--- config.mk ---
export PLATFORM = sky130hd
export DESIGN_NAME = result_reporter
export DESIGN_NICKNAME = d
export VERILOG_FILES = /design/src/rtl/result_reporter.sv
export SDC_FILE = /design/constraint.sdc
export NUM_CORES = 1
export LEC_CHECK = 0
export ABC_AREA = 1
export CAP_MARGIN = 20
export CORE_ASPECT_RATIO = 1.75
export CORE_MARGIN = 2
export CORE_UTILIZATION = 40
export CTS_CLUSTER_DIAMETER = 100
export DETAILED_ROUTE_END_ITERATION = 16
export MAX_ROUTING_LAYER = met4
export PLACE_DENSITY_LB_ADDON = 0.05
export SYNTH_ARGS = -nofsm -noshare
export SYNTH_HDL_FRONTEND = slang
export SYNTH_SLANG_ARGS = --single-unit
--- constraint.sdc ---
create_clock -name clk -period 8.9 [get_ports clk]
set_input_delay 1.335 -clock clk [delete_from_list [all_inputs] [get_ports clk]]
set_output_delay 1.335 -clock clk [all_outputs]
set_load 0.005 [all_outputs]
--- src/rtl/result_reporter.sv ---
// Completion mailbox: shadows the result register, latches it when the program writes 1 to the
// done register, and shows it on the board display. Optional core halt: RESULT_REPORTER_HALT_EN.
module result_reporter #(
    parameter int unsigned DWELL    = 50_000_000,
    parameter int unsigned DONE_REG = 1,
    parameter int unsigned RES_REG  = 2
) (
    input  logic        clk,
    input  logic        rst,
    input  logic        rf_we,
    input  logic [4:0]  rf_waddr,
    input  logic [31:0] rf_wdata,
    input  logic        ack,
    output logic        halt,
    output logic [31:0] result,
    output logic        result_valid,
    output logic [15:0] out_fpga,
    output logic        half_sel
);

    typedef enum logic [1:0] {
        ST_RUN    = 2'd0,
        ST_REPORT = 2'd1
    } state_t;

    localparam logic [4:0]  DONE_ADDR = DONE_REG[4:0];
    localparam logic [4:0]  RES_ADDR  = RES_REG[4:0];
    localparam logic [31:0] DWELL_MAX = DWELL - 1;

    state_t      state_q, state_d;
    logic [31:0] shadow_q, shadow_d;
    logic [31:0] result_q, result_d;
    logic [31:0] cnt_q, cnt_d;
    logic        half_q, half_d;
    logic        valid_q, valid_d;
    logic        halt_q, halt_d;
    logic [15:0] out_q, out_d;

    logic        wr_res;
    logic        wr_done;

    // Register 0 is hard-wired zero in the core, so writes to it never count.
    assign wr_res  = rf_we && (rf_waddr == RES_ADDR) && (rf_waddr != 5'd0);
    assign wr_done = rf_we && (rf_waddr == DONE_ADDR) && (rf_waddr != 5'd0)
                     && (rf_wdata == 32'd1);

    always_ff @(posedge clk or posedge rst) begin
        if (rst) begin
            state_q  <= ST_RUN;
            shadow_q <= '0;
            result_q <= '0;
            cnt_q    <= '0;
            half_q   <= 1'b0;
            valid_q  <= 1'b0;
            halt_q   <= 1'b0;
            out_q    <= '0;
        end else begin
            state_q  <= state_d;
            shadow_q <= shadow_d;
            result_q <= result_d;
            cnt_q    <= cnt_d;
            half_q   <= half_d;
            valid_q  <= valid_d;
            halt_q   <= halt_d;
            out_q    <= out_d;
        end
    end

    always_comb begin
        state_d  = state_q;
        shadow_d = shadow_q;
        result_d = result_q;
        cnt_d    = cnt_q;
        half_d   = half_q;

        if (wr_res) begin
            shadow_d = rf_wdata;
        end

        case (state_q)
            ST_RUN: begin
                // Latch the pre-edge shadow; the done write cannot also be a result write.
                if (wr_done) begin
                    state_d  = ST_REPORT;
                    result_d = shadow_q;
                    cnt_d    = '0;
                    half_d   = 1'b0;
                end
            end
            ST_REPORT: begin
                if (ack) begin
                    state_d = ST_RUN;
                    cnt_d   = '0;
                    half_d  = 1'b0;
                end else if (cnt_q == DWELL_MAX) begin
                    cnt_d  = '0;
                    half_d = ~half_q;
                end else begin
                    cnt_d = cnt_q + 32'd1;
                end
            end
            default: begin
                state_d = ST_RUN;
                cnt_d   = '0;
                half_d  = 1'b0;
            end
        endcase

        // Outputs are registered, so they are derived from the next-state values.
        valid_d = (state_d == ST_REPORT);
`ifdef RESULT_REPORTER_HALT_EN
        halt_d  = (state_d == ST_REPORT);
`else
        halt_d  = 1'b0;
`endif
        if (state_d == ST_REPORT) begin
            out_d = half_d ? result_d[31:16] : result_d[15:0];
        end else begin
            out_d = 16'h0000;
        end
    end

    assign halt         = halt_q;
    assign result       = result_q;
    assign result_valid = valid_q;
    assign out_fpga     = out_q;
    assign half_sel     = half_q;

endmodule

==> out/results.env, run 1 <==
STATUS='completed'
END_KIND='flip-flop'
WORST_SETUP_HOLD_PATH_CLK_SLEW_PS=60
HOLD_PATH_DEPTH=2
FLOORPLAN.INITIALDENSITY=0.407
COMMONEST_NON_FILL_NON_TAP_CELLS_IN_THE_LAYOUT='234 x nand2_1, 116 x dfrtp_1, 94 x inv_1, 90 x clkdlybuf4s50_1, 86 x nor2_1'
SYNTH-EDFF-COUNT=0
DRT_PASS1_ITERATIONS=4
FIN_CRIT_PS=3220
LAYOUT-DRIVE-GT1-SHARE=0.117
POST-DP-HPWL_MM=14.4
CPMOSTUSEDCELL='nor2_1'
CELL_AT_THE_ROOT_OF_THE_CLOCK_TREE='clkbuf_16'
TIMING.SETUP.TNS_PS=0
GRT_PASS1_VIAS=5587
INSERTEDDIODECOUNT=0
FINAL_MAX_SLEW_VIOL_COUNT=0
CORE_UM2=14800
NUM-NETS-FINAL=915
HTREE_NUM_LEVELS=4
ROUTABILITYCONGESTION=0.947
MAXIMUM_NUMBER_OF_PINS_ON_ONE_NET_BEFORE_GLOBAL_ROUTE_REPAIR=71
VIAS_PER_CELL=5.03
MOSTFREQUENTLAYOUTCELL='nand2_1'
CELL_BY_CELL_LISTING_OF_THE_CRITICAL_PATH='clkdlybuf4s50_1 -> nor2_1 -> nand2_1 -> nor2_1 -> nand2_1 -> nor2_4 -> nand2_2 -> nand3_1 -> nand2_4 -> nor2_1 -> nor2_1'
CRITICAL_PATH_REQUIRED_PS=9180
FLOORPLAN_DIE_WIDTH_UM=96.9
SYNTHTOLAYOUTAREAGROWTH_PCT=26.1
HOLDCRITPATHCLASS='flip-flop to flip-flop'
DIE_H_UM=167
FINAL_ANTENNA_NET_COUNT=0
WORST-SETUP-PATH-TYPE='primary input to flip-flop'
GRT-BUSIEST-LAYER='met2'
PERIOD_SHARE=0.362
MAX-CLOCK-PATH-BUFFERS=2
FLOORPLAN.ROWS=59
SLEW_HEADROOM=0.388
FINAL-INSTANCE-COUNT-EXCL-FILL=1069
DRT-WIRELENGTH-PER-CELL_UM=17.6
GROUTE.USAGE.OVERALL=0.244
TIMING.CRITICAL_PATH.FROM_TYPE='primary input'
HOLDBUFCOUNTCTS=0
WORST_CLOCK_SKEW_PS=11.4
WORSTSKEWPAIRLATENCY_PS=410
MAX_FREQ_MHz=311
NUMBER_OF_REGISTER_BITS_INFERRED_BY_SYNTHESIS=116
ANTENNA_VIOLATIONS_BEFORE_REPAIR=0
MAX_SLEW.WORST_PIN.SLEW_PS=919
GRT_USE_MET1=0.230
DRC=0
GRT_PASS1_WL_MM=29.4
SYNTH.LARGEST_AREA_CELL='dfrtp_1'
GLOBAL_ROUTE.USAGE.MET3=0.0365
SYNTH.YOSYS.SEQ_AREA_SHARE=0.481
DETAIL_ROUTE.WIRELENGTH_MM=18.8
PORT_BUFFERS=90
POWER_PER_CELL_AREA_nW_PER_UM2=170
ROUTE.VIAS.TOTAL=5380
POST-CTS-SETUP-BUFFER-COUNT=0
CRIT_PATH_TOP_DELAY_CELL='clkdlybuf4s50_1'
LEAKAGE_COMPONENT_OF_THE_POWER_nW=3.46
TIMING.CRITICAL_PATH.SLOWEST_CELL_DELAY_PS=420
CAP_VIOL_MAX_COUNT=0
SYNTH-ASYNC-RESET-RATIO=1.00
SYN_AREA_UM2=6040
CP_TOP_FAMILY='simple AND/OR/NAND/NOR gates'
YOSYSUNIQUECELLTYPES=33
CRITICAL_PATH_DEPTH=11
CRITICAL_PATH_PEAK_FANOUT=33
CTS.SINKS=116
HOLD_VIOL=0
GRT_REMAINING_OVERFLOW=0
DIE_AREA_UM2=16100
BOUNDARYPINS=92
SYNTHFLOPTYPE='dfrtp_1'
WORST-PATH-BUF-INV=1
WORSTPATHARRIVAL_PS=3500
DRT_ITER0_DRC=299
LARGEST_CELLS_BY_AREA_AFTER_SYNTHESIS='dfrtp_1 48%, nand2_1 15%, inv_1 5.9%, nor2_1 5.4%, nand4_1 4.7%'
R2R.WORST_PATH.CELLS=12
CTSRESIZECOUNT=0
PLACEDCELLCOUNT=1037
POST-SYNTH-TOP-AREA-FRACTION=0.481
CTS_TREE='done'
CTS_INSERTED_BUFFERS=17
VDD_DROP_MAX_mV=0.0956
SETUP_REPAIR_AFTER_GLOBAL_ROUTING_MISSED_ITS_MARGIN='no'
SYN_AREA_PER_CELL_UM2=7.69
GLOBALROUTEMET2UTIL=0.471
SETUP_VIOL_COUNT_FINAL=0
SYNTHESIS.YOSYS.WARNINGS=0
POST_SYNTH_INST_COUNT=786
[state kept, by name, indices dropped and copies added, names as in the netlist]
name,flops
half_sel,1
result,32
shadow_q,32
cnt_q,32
out_fpga,16
result_valid,1
state_q,2
[through the flow]
step	instance area, um^2	setup slack, ps	util	power (mW)	hold slack (ps)
floorplan	6040	4490	-	0.617	453
global placement	7060	5250	0.476	0.653	469
detailed placement	7060	5220	0.476	0.656	474
CTS	7620	5650	0.513	1.30	489
global route	7620	5460	0.513	1.34	518
finish	7620	5680	0.513	1.29	483
[kinds of logic (layout without fill, tap and decap cells)]
family                     after synthesis  after routing  synth area share
and+or+nand+nor                        463            463             0.347
buffers and inverters                  133            232            0.0915
DFF                                    116            116             0.481
AOI/OAI and AO/OA                       52             52            0.0443
muxes                                   12             12            0.0224
xor gates and xnor gates                 8              8            0.0116
adders and majority gates                1              1           0.00207
other                                    1              2          0.000621
[worst register-to-register path, stage by stage, from the launching register on]
cell,delay (ps)
dfrtp_1,460
ha_1,270
nand2_2,100
nor2_4,190
nand3_1,120
nor2_2,190
nand2_1,330
nand2_1,180
nand3_2,90
nand2_4,320
nand2_1,100
nand2_1,150
nor2_2,40
[cells in the mapped netlist (all sizes together), types with 11 or more instances]
| master | instances |
|---|---|
| clkbuf | 16 |
| mux2 | 12 |
| inv | 104 |
| o21ai | 37 |
| nor2 | 118 |
| buf | 12 |
| nand4 | 45 |
| a21oi | 11 |
| nor3 | 14 |
| nand2 | 240 |
| dfrtp | 116 |
| nand3 | 45 |
[metal layers]
metal	vias up	share of wire	wire length, um
li1	2652	-	-
met1	2568	0.35	6600
met2	122	0.58	11000
met3	38	0.025	464
met4	0	0.042	787
met5	-	0	0
[final cells by class]
type                            count  area (um^2)
Fill cell                        1467         7220
Clock inverter                     15          133
Clock buffer                       17          425
Inverter                          105          398
Sequential cell                   116         2900
Tap cell                          183          229
Timing Repair Buffer               95          938
Multi-Input combinational cell    538         2590
[final timing paths]
path                               from  slack, ps      endpoint
max in group asynchronous           rst       6250  shadow_q[21]
min reg2reg                shadow_q[25]        480  shadow_q[25]
min in group asynchronous           rst       1480     cnt_q[31]
min                        shadow_q[25]        480  shadow_q[25]
max                        rf_wdata[16]       5680   out_fpga[3]
max reg2reg                    cnt_q[0]       6260  out_fpga[12]
[report_power, final]
group	internal [mW]	total [mW]	switching, mW
combinational	0.0339	0.0772	0.0432
clock	0.385	0.648	0.264
sequential	0.555	0.567	0.0123
No activity file was read; power rests on OpenSTA's default activity.
==> inputs of run 2 (changes only) <==
clock period = 3.3 ns   (was 8.9 ns; I/O delays follow)
==> out/results.env, run 2 (synthesized netlist as in run 1, its figures left out) <==
TOP_SIGNAL_LAYER_USED='met4'
GRT_PASS1_VIAS=5691
VIAS_PER_CELL=5.09
MAXIMUM_NUMBER_OF_PINS_ON_ONE_NET_BEFORE_GLOBAL_ROUTE_REPAIR=64
PLACEDCELLCOUNT=1043
INSERTEDDIODECOUNT=0
CELL_AT_THE_ROOT_OF_THE_CLOCK_TREE='clkbuf_16'
CRITICAL_PATH_REQUIRED_PS=3640
NUM-FILL-CELLS=1437
NUM-NETS-FINAL=921
SETUP_SLACK_PS=929
SLEW_HEADROOM=0.558
GRT_PASS1_WL_MM=30.9
POST-CTS-SETUP-BUFFER-COUNT=0
STATUS='completed'
MOSTFREQUENTLAYOUTCELL='nand2_1'
WORSTSKEWPAIRLATENCY_PS=410
HTREE_NUM_LEVELS=4
FINAL_MAX_SLEW_VIOL_COUNT=0
GROUTE.USAGE.OVERALL=0.257
FIN_CRIT_PS=2370
POWER_FRAC_COMB=0.058
GRT_REMAINING_OVERFLOW=0
SYNTHTOLAYOUTAREAGROWTH_PCT=27.9
CPMOSTUSEDCELL='nand2_1'
VDD_DROP_MAX_mV=0.260
CTS_INSERTED_BUFFERS=17
SETUP_REPAIR_AFTER_GLOBAL_ROUTING_MISSED_ITS_MARGIN='no'
CTS_TREE='done'
POST-DP-HPWL_MM=15.1
DIE_H_UM=167
CRIT_PATH_TOP_DELAY_CELL='clkdlybuf4s50_1'
MET2_WIRELENGTH_MM=11.0
ANTENNA_VIOLATIONS_BEFORE_REPAIR=0
CTSRESIZECOUNT=0
WORST_CLOCK_SKEW_PS=13.8
WORSTPATHARRIVAL_PS=2710
FINAL_ANTENNA_NET_COUNT=0
FLOORPLAN.INITIALDENSITY=0.407
DIE_AREA_UM2=16100
LAYOUT-DRIVE-GT1-SHARE=0.122
PORT_BUFFERS=90
WORST_SETUP_HOLD_PATH_CLK_SLEW_PS=60
HOLDCRITPATHCLASS='flip-flop to flip-flop'
DP_WORST_SETUP_SLACK_PS=418
HOLD_VIOL=0
MAX_FREQ_MHz=422
SWSHARE=0.248
SWITCHING_POWER_mW=0.900
SETUP_VIOL_COUNT_FINAL=0
DRT_PASS1_ITERATIONS=4
MET3ROUTEDLENGTH_UM=442
POWER_PER_CELL_AREA_nW_PER_UM2=470
CELL_BY_CELL_LISTING_OF_THE_CRITICAL_PATH='clkdlybuf4s50_1 -> nor2_1 -> nand2_1 -> nor2_1 -> nand2_1 -> nor2_4 -> nand3_4 -> nand2_1 -> nand2_1 -> nand2_1 -> nand2_1 -> nor2_2'
MAX-CLOCK-PATH-BUFFERS=2
MAX_SLEW.WORST_PIN.SLEW_PS=658
FINAL_WORST_HOLD_SLACK_PS=491
DRC=0
FLOORPLAN_DIE_WIDTH_UM=96.9
END_KIND='flip-flop'
DRT-WIRELENGTH-PER-CELL_UM=18.2
CORE_UM2=14800
WORST-SETUP-PATH-TYPE='primary input to flip-flop'
FINAL-INSTANCE-COUNT-EXCL-FILL=1075
DRT_ITER0_DRC=266
TIMING.SETUP.TNS_PS=0
TIMING.CRITICAL_PATH.FROM_TYPE='primary input'
BOUNDARYPINS=92
SEQPWRFRAC=0.422
COMMONEST_NON_FILL_NON_TAP_CELLS_IN_THE_LAYOUT='234 x nand2_1, 116 x dfrtp_1, 94 x inv_1, 90 x clkdlybuf4s50_1, 87 x nor2_1'
ROUTE.VIAS.TOTAL=5468
INTERNAL_POWER_mW=2.73
ROUTABILITYCONGESTION=0.984
LEAKAGE_COMPONENT_OF_THE_POWER_nW=3.51
HOLD_PATH_DEPTH=2
MET1WIRELENGTH_MM=6.94
CAP_VIOL_MAX_COUNT=0
MULTIINPUTGATEAREA_UM2=2590
FLOORPLAN.ROWS=59
REGAREA_UM2=2900
POWER_FRAC_CLOCK=0.520
DETAIL_ROUTE.WIRELENGTH_MM=19.6
CRITICAL_PATH_PEAK_FANOUT=17
TIMING.CRITICAL_PATH.SLOWEST_CELL_DELAY_PS=420
HOLDBUFCOUNTCTS=0
PERIOD_SHARE=0.719
R2R.WORST_PATH.CELLS=13
CTS.SINKS=116
## run 2: cell count changes in the layout (fill, tap and decap cells not counted), sizes merged
cell / previous run / this run
buf: 5 / 11
clkinv: 8 / 4
inv: 107 / 110
bufinv: 1 / 2
## run 2: path summary, 6_finish.rpt
path	startpoint	endpoint	slack [ps]
min in group asynchronous	rst	result[20]	500
worst min register to register	shadow_q[31]	shadow_q[31]	490
max in group asynchronous	rst	cnt_q[0]	2010
worst min-delay path	shadow_q[31]	shadow_q[31]	490
worst max-delay path	rf_wdata[16]	out_fpga[7]	930
worst max register to register	cnt_q[0]	out_fpga[8]	1010
## run 2: power groups by stage
stage	clock, mW	sequential [mW]	combinational, mW
4_1_cts	1.91	1.53	0.216
3_5_place_dp	0	1.56	0.215
5_1_grt	1.97	1.54	0.241
2_1_floorplan	0	1.55	0.118
3_3_place_gp	0	1.55	0.210
6_report	1.89	1.53	0.212
## run 2: cell type report
| class | instances | area share |
|---|---|---|
| Sequential cell | 116 | 0.376 |
| Multi-Input combinational cell | 538 | 0.335 |
| Timing Repair Buffer | 101 | 0.131 |
| Clock buffer | 17 | 0.0551 |
| Inverter | 105 | 0.0517 |
| Tap cell | 183 | 0.0296 |
| Clock inverter | 15 | 0.0222 |
## run 2: per-layer routing
metal	GRT usage	up-vias
met1	0.251	2606
met5	-	-
met3	0.0348	48
met4	0.156	0
li1	-	2674
met2	0.473	140
## run 2: critical path, delay by kind of cell
| family | cells | cell delay (ps) |
|---|---|---|
| and+or+nand+nor | 11 | 1780 |
| buffers and inverters | 1 | 420 |
## run 2: through the flow
step | utilization | cell area, um^2 | total power [mW]
2_1_floorplan | - | 6050 | 1.66
3_3_place_gp | 0.480 | 7130 | 1.76
3_5_place_dp | 0.480 | 7130 | 1.77
4_1_cts | 0.521 | 7720 | 3.66
5_1_grt | 0.521 | 7720 | 3.75
6_report | 0.521 | 7720 | 3.63
==> inputs of run 3 (changes only) <==
clock period = 2.12 ns   (was 3.3 ns; I/O delays follow)
==> out/results.env, run 3 (synthesized netlist as in run 1, its figures left out) <==
STDCELL_AREA_UM2=8210
CORE_UM2=14800
STATUS='completed'
INSERTEDDIODECOUNT=0
PORT_BUFFERS=90
POST-DP-HPWL_MM=15.5
DETAIL_ROUTE.WIRELENGTH_MM=19.6
CTS.SINKS=116
SWSHARE=0.239
ROUTABILITYCONGESTION=1.02
HOLDCRITPATHCLASS='primary input to async pin'
TOTAL_POWER_mW=5.55
COMMONEST_NON_FILL_NON_TAP_CELLS_IN_THE_LAYOUT='234 x nand2_1, 116 x dfrtp_1, 93 x inv_1, 90 x clkdlybuf4s50_1, 87 x nor2_1'
POWER_FRAC_COMB=0.062
VIAS_PER_CELL=5.01
CRITICAL_PATH_PEAK_FANOUT=9
WORSTPATHARRIVAL_PS=2280
GROUTE.USAGE.OVERALL=0.256
REG2REG_SETUP_SLACK_PS=140
INTERNAL_POWER_mW=4.23
SWITCHING_POWER_mW=1.32
DIE_AREA_UM2=16100
MAXIMUM_NUMBER_OF_PINS_ON_ONE_NET_BEFORE_GLOBAL_ROUTE_REPAIR=53
HOLDBUFCOUNTCTS=0
DRT-WIRELENGTH-PER-CELL_UM=17.3
GRT_PASS1_WL_MM=30.8
MAX_SLEW.WORST_PIN.SLEW_PS=590
WORST_SETUP_PATH_ENDPOINT='out_fpga[6]'
POWER_FRAC_CLOCK=0.509
NUM-NETS-FINAL=977
LEAKAGE_COMPONENT_OF_THE_POWER_nW=3.79
FINAL_MAX_SLEW_VIOL_COUNT=0
MAX-CLOCK-PATH-BUFFERS=2
SLEW_HEADROOM=0.606
MET1WIRELENGTH_MM=6.82
WORST_SETUP_HOLD_PATH_CLK_SLEW_PS=60
R2R.WORST_PATH.CELLS=12
FINAL_ANTENNA_NET_COUNT=0
FLOORPLAN_DIE_WIDTH_UM=96.9
DRC=0
SETUP_VIOL_COUNT_FINAL=0
END_KIND='flip-flop'
WORSTREG2REGSTART='cnt_q[1]'
MET3ROUTEDLENGTH_UM=564
PERIOD_SHARE=0.933
MAX_FREQ_MHz=506
CAP_VIOL_MAX_COUNT=0
GRT_REMAINING_OVERFLOW=0
SEQPWRFRAC=0.429
TOP_SIGNAL_LAYER_USED='met4'
FLOORPLAN.ROWS=59
LAYOUT-DRIVE-GT1-SHARE=0.176
TIMING.CRITICAL_PATH.FROM_TYPE='flip-flop'
SYNTHTOLAYOUTAREAGROWTH_PCT=35.9
MOSTFREQUENTLAYOUTCELL='nand2_1'
WORSTSKEWPAIRLATENCY_PS=410
VDD_DROP_MAX_mV=0.395
CTS_INSERTED_BUFFERS=17
MET2_WIRELENGTH_MM=10.9
WORST_SETUP_PATH_STARTPOINT='cnt_q[1]'
DRT_PASS1_ITERATIONS=4
PLACEDINSTANCEAREA_UM2=7570
DRT_ITER0_DRC=318
FIN_CRIT_PS=1980
WORST-SETUP-PATH-TYPE='flip-flop to flip-flop'
POWER_PER_CELL_AREA_nW_PER_UM2=676
GRT_PASS1_VIAS=5796
DIE_H_UM=167
BOUNDARYPINS=92
HOLD_VIOL=0
CELL_AT_THE_ROOT_OF_THE_CLOCK_TREE='clkbuf_16'
ANTENNA_VIOLATIONS_BEFORE_REPAIR=0
REG2REG_TO='out_fpga[6]'
WORST_CLOCK_SKEW_PS=11.4
ROUTE.VIAS.TOTAL=5669
CTS_TREE='done'
HTREE_NUM_LEVELS=4
CRITICAL_PATH_REQUIRED_PS=2420
FLOORPLAN.INITIALDENSITY=0.407
-- run 3: what timing repair did --
item | 4_1_cts | 5_1_grt
gates resized for setup | 0 | 5
buffers inserted | 0 | 0
endpoints found under the setup margin | 0 | 17
-- run 3: per-stage QoR --
stage / hold WS, ps / TNS [ps] / utilization / instances / setup WS [ps]
5_1_grt: 322 / -13.9 / 0.553 / 1131 / -13.9
3_5_place_dp: 482 / -10250 / 0.510 / 1097 / -266
3_3_place_gp: 467 / -8890 / 0.510 / 1097 / -251
6_report: 288 / 0 / 0.553 / 1131 / 143
4_1_cts: 285 / 0 / 0.549 / 1129 / 7.56
2_1_floorplan: 418 / 0 / - / 787 / 369
-- run 3: worst max-delay path, stage by stage, from the launching register on --
cell	delay (ps)
dfrtp_1	370
ha_1	230
nand2_2	100
nor2_4	90
nand3_1	140
nor2_2	200
nand2_1	90
nand2_1	110
nand3_4	160
nand2_8	150
nand2_1	70
nand2_1	120
nor2_2	40
-- run 3: routing by layer --
layer / GRT usage / up-vias
met5: - / -
met4: 0.161 / 0
met3: 0.0399 / 66
met2: 0.473 / 170
met1: 0.244 / 2657
li1: - / 2776
-- run 3: final cells by class --
class | instances | area (um^2)
Clock buffer | 17 | 425
Clock inverter | 15 | 155
Fill cell | 1423 | 6630
Inverter | 105 | 403
Multi-Input combinational cell | 540 | 2640
Sequential cell | 116 | 2900
Tap cell | 183 | 229
Timing Repair Buffer | 155 | 1450
-- run 3: power groups by stage --
stage / Clock (mW) / Sequential (mW) / Combinational (mW)
2_1_floorplan: 0 / 2.41 / 0.184
3_3_place_gp: 0 / 2.42 / 0.342
3_5_place_dp: 0 / 2.42 / 0.350
4_1_cts: 2.88 / 2.38 / 0.351
5_1_grt: 2.99 / 2.40 / 0.389
6_report: 2.82 / 2.38 / 0.344
-- run 3: worst min path at each step --
stage                         endpoint         start
after floorplan               cnt_q[0]           ack
after global placement     shadow_q[1]   shadow_q[1]
after detailed placement  shadow_q[23]  shadow_q[23]
after CTS                     cnt_q[5]           rst
after global routing          cnt_q[5]           rst
final                         cnt_q[5]           rst
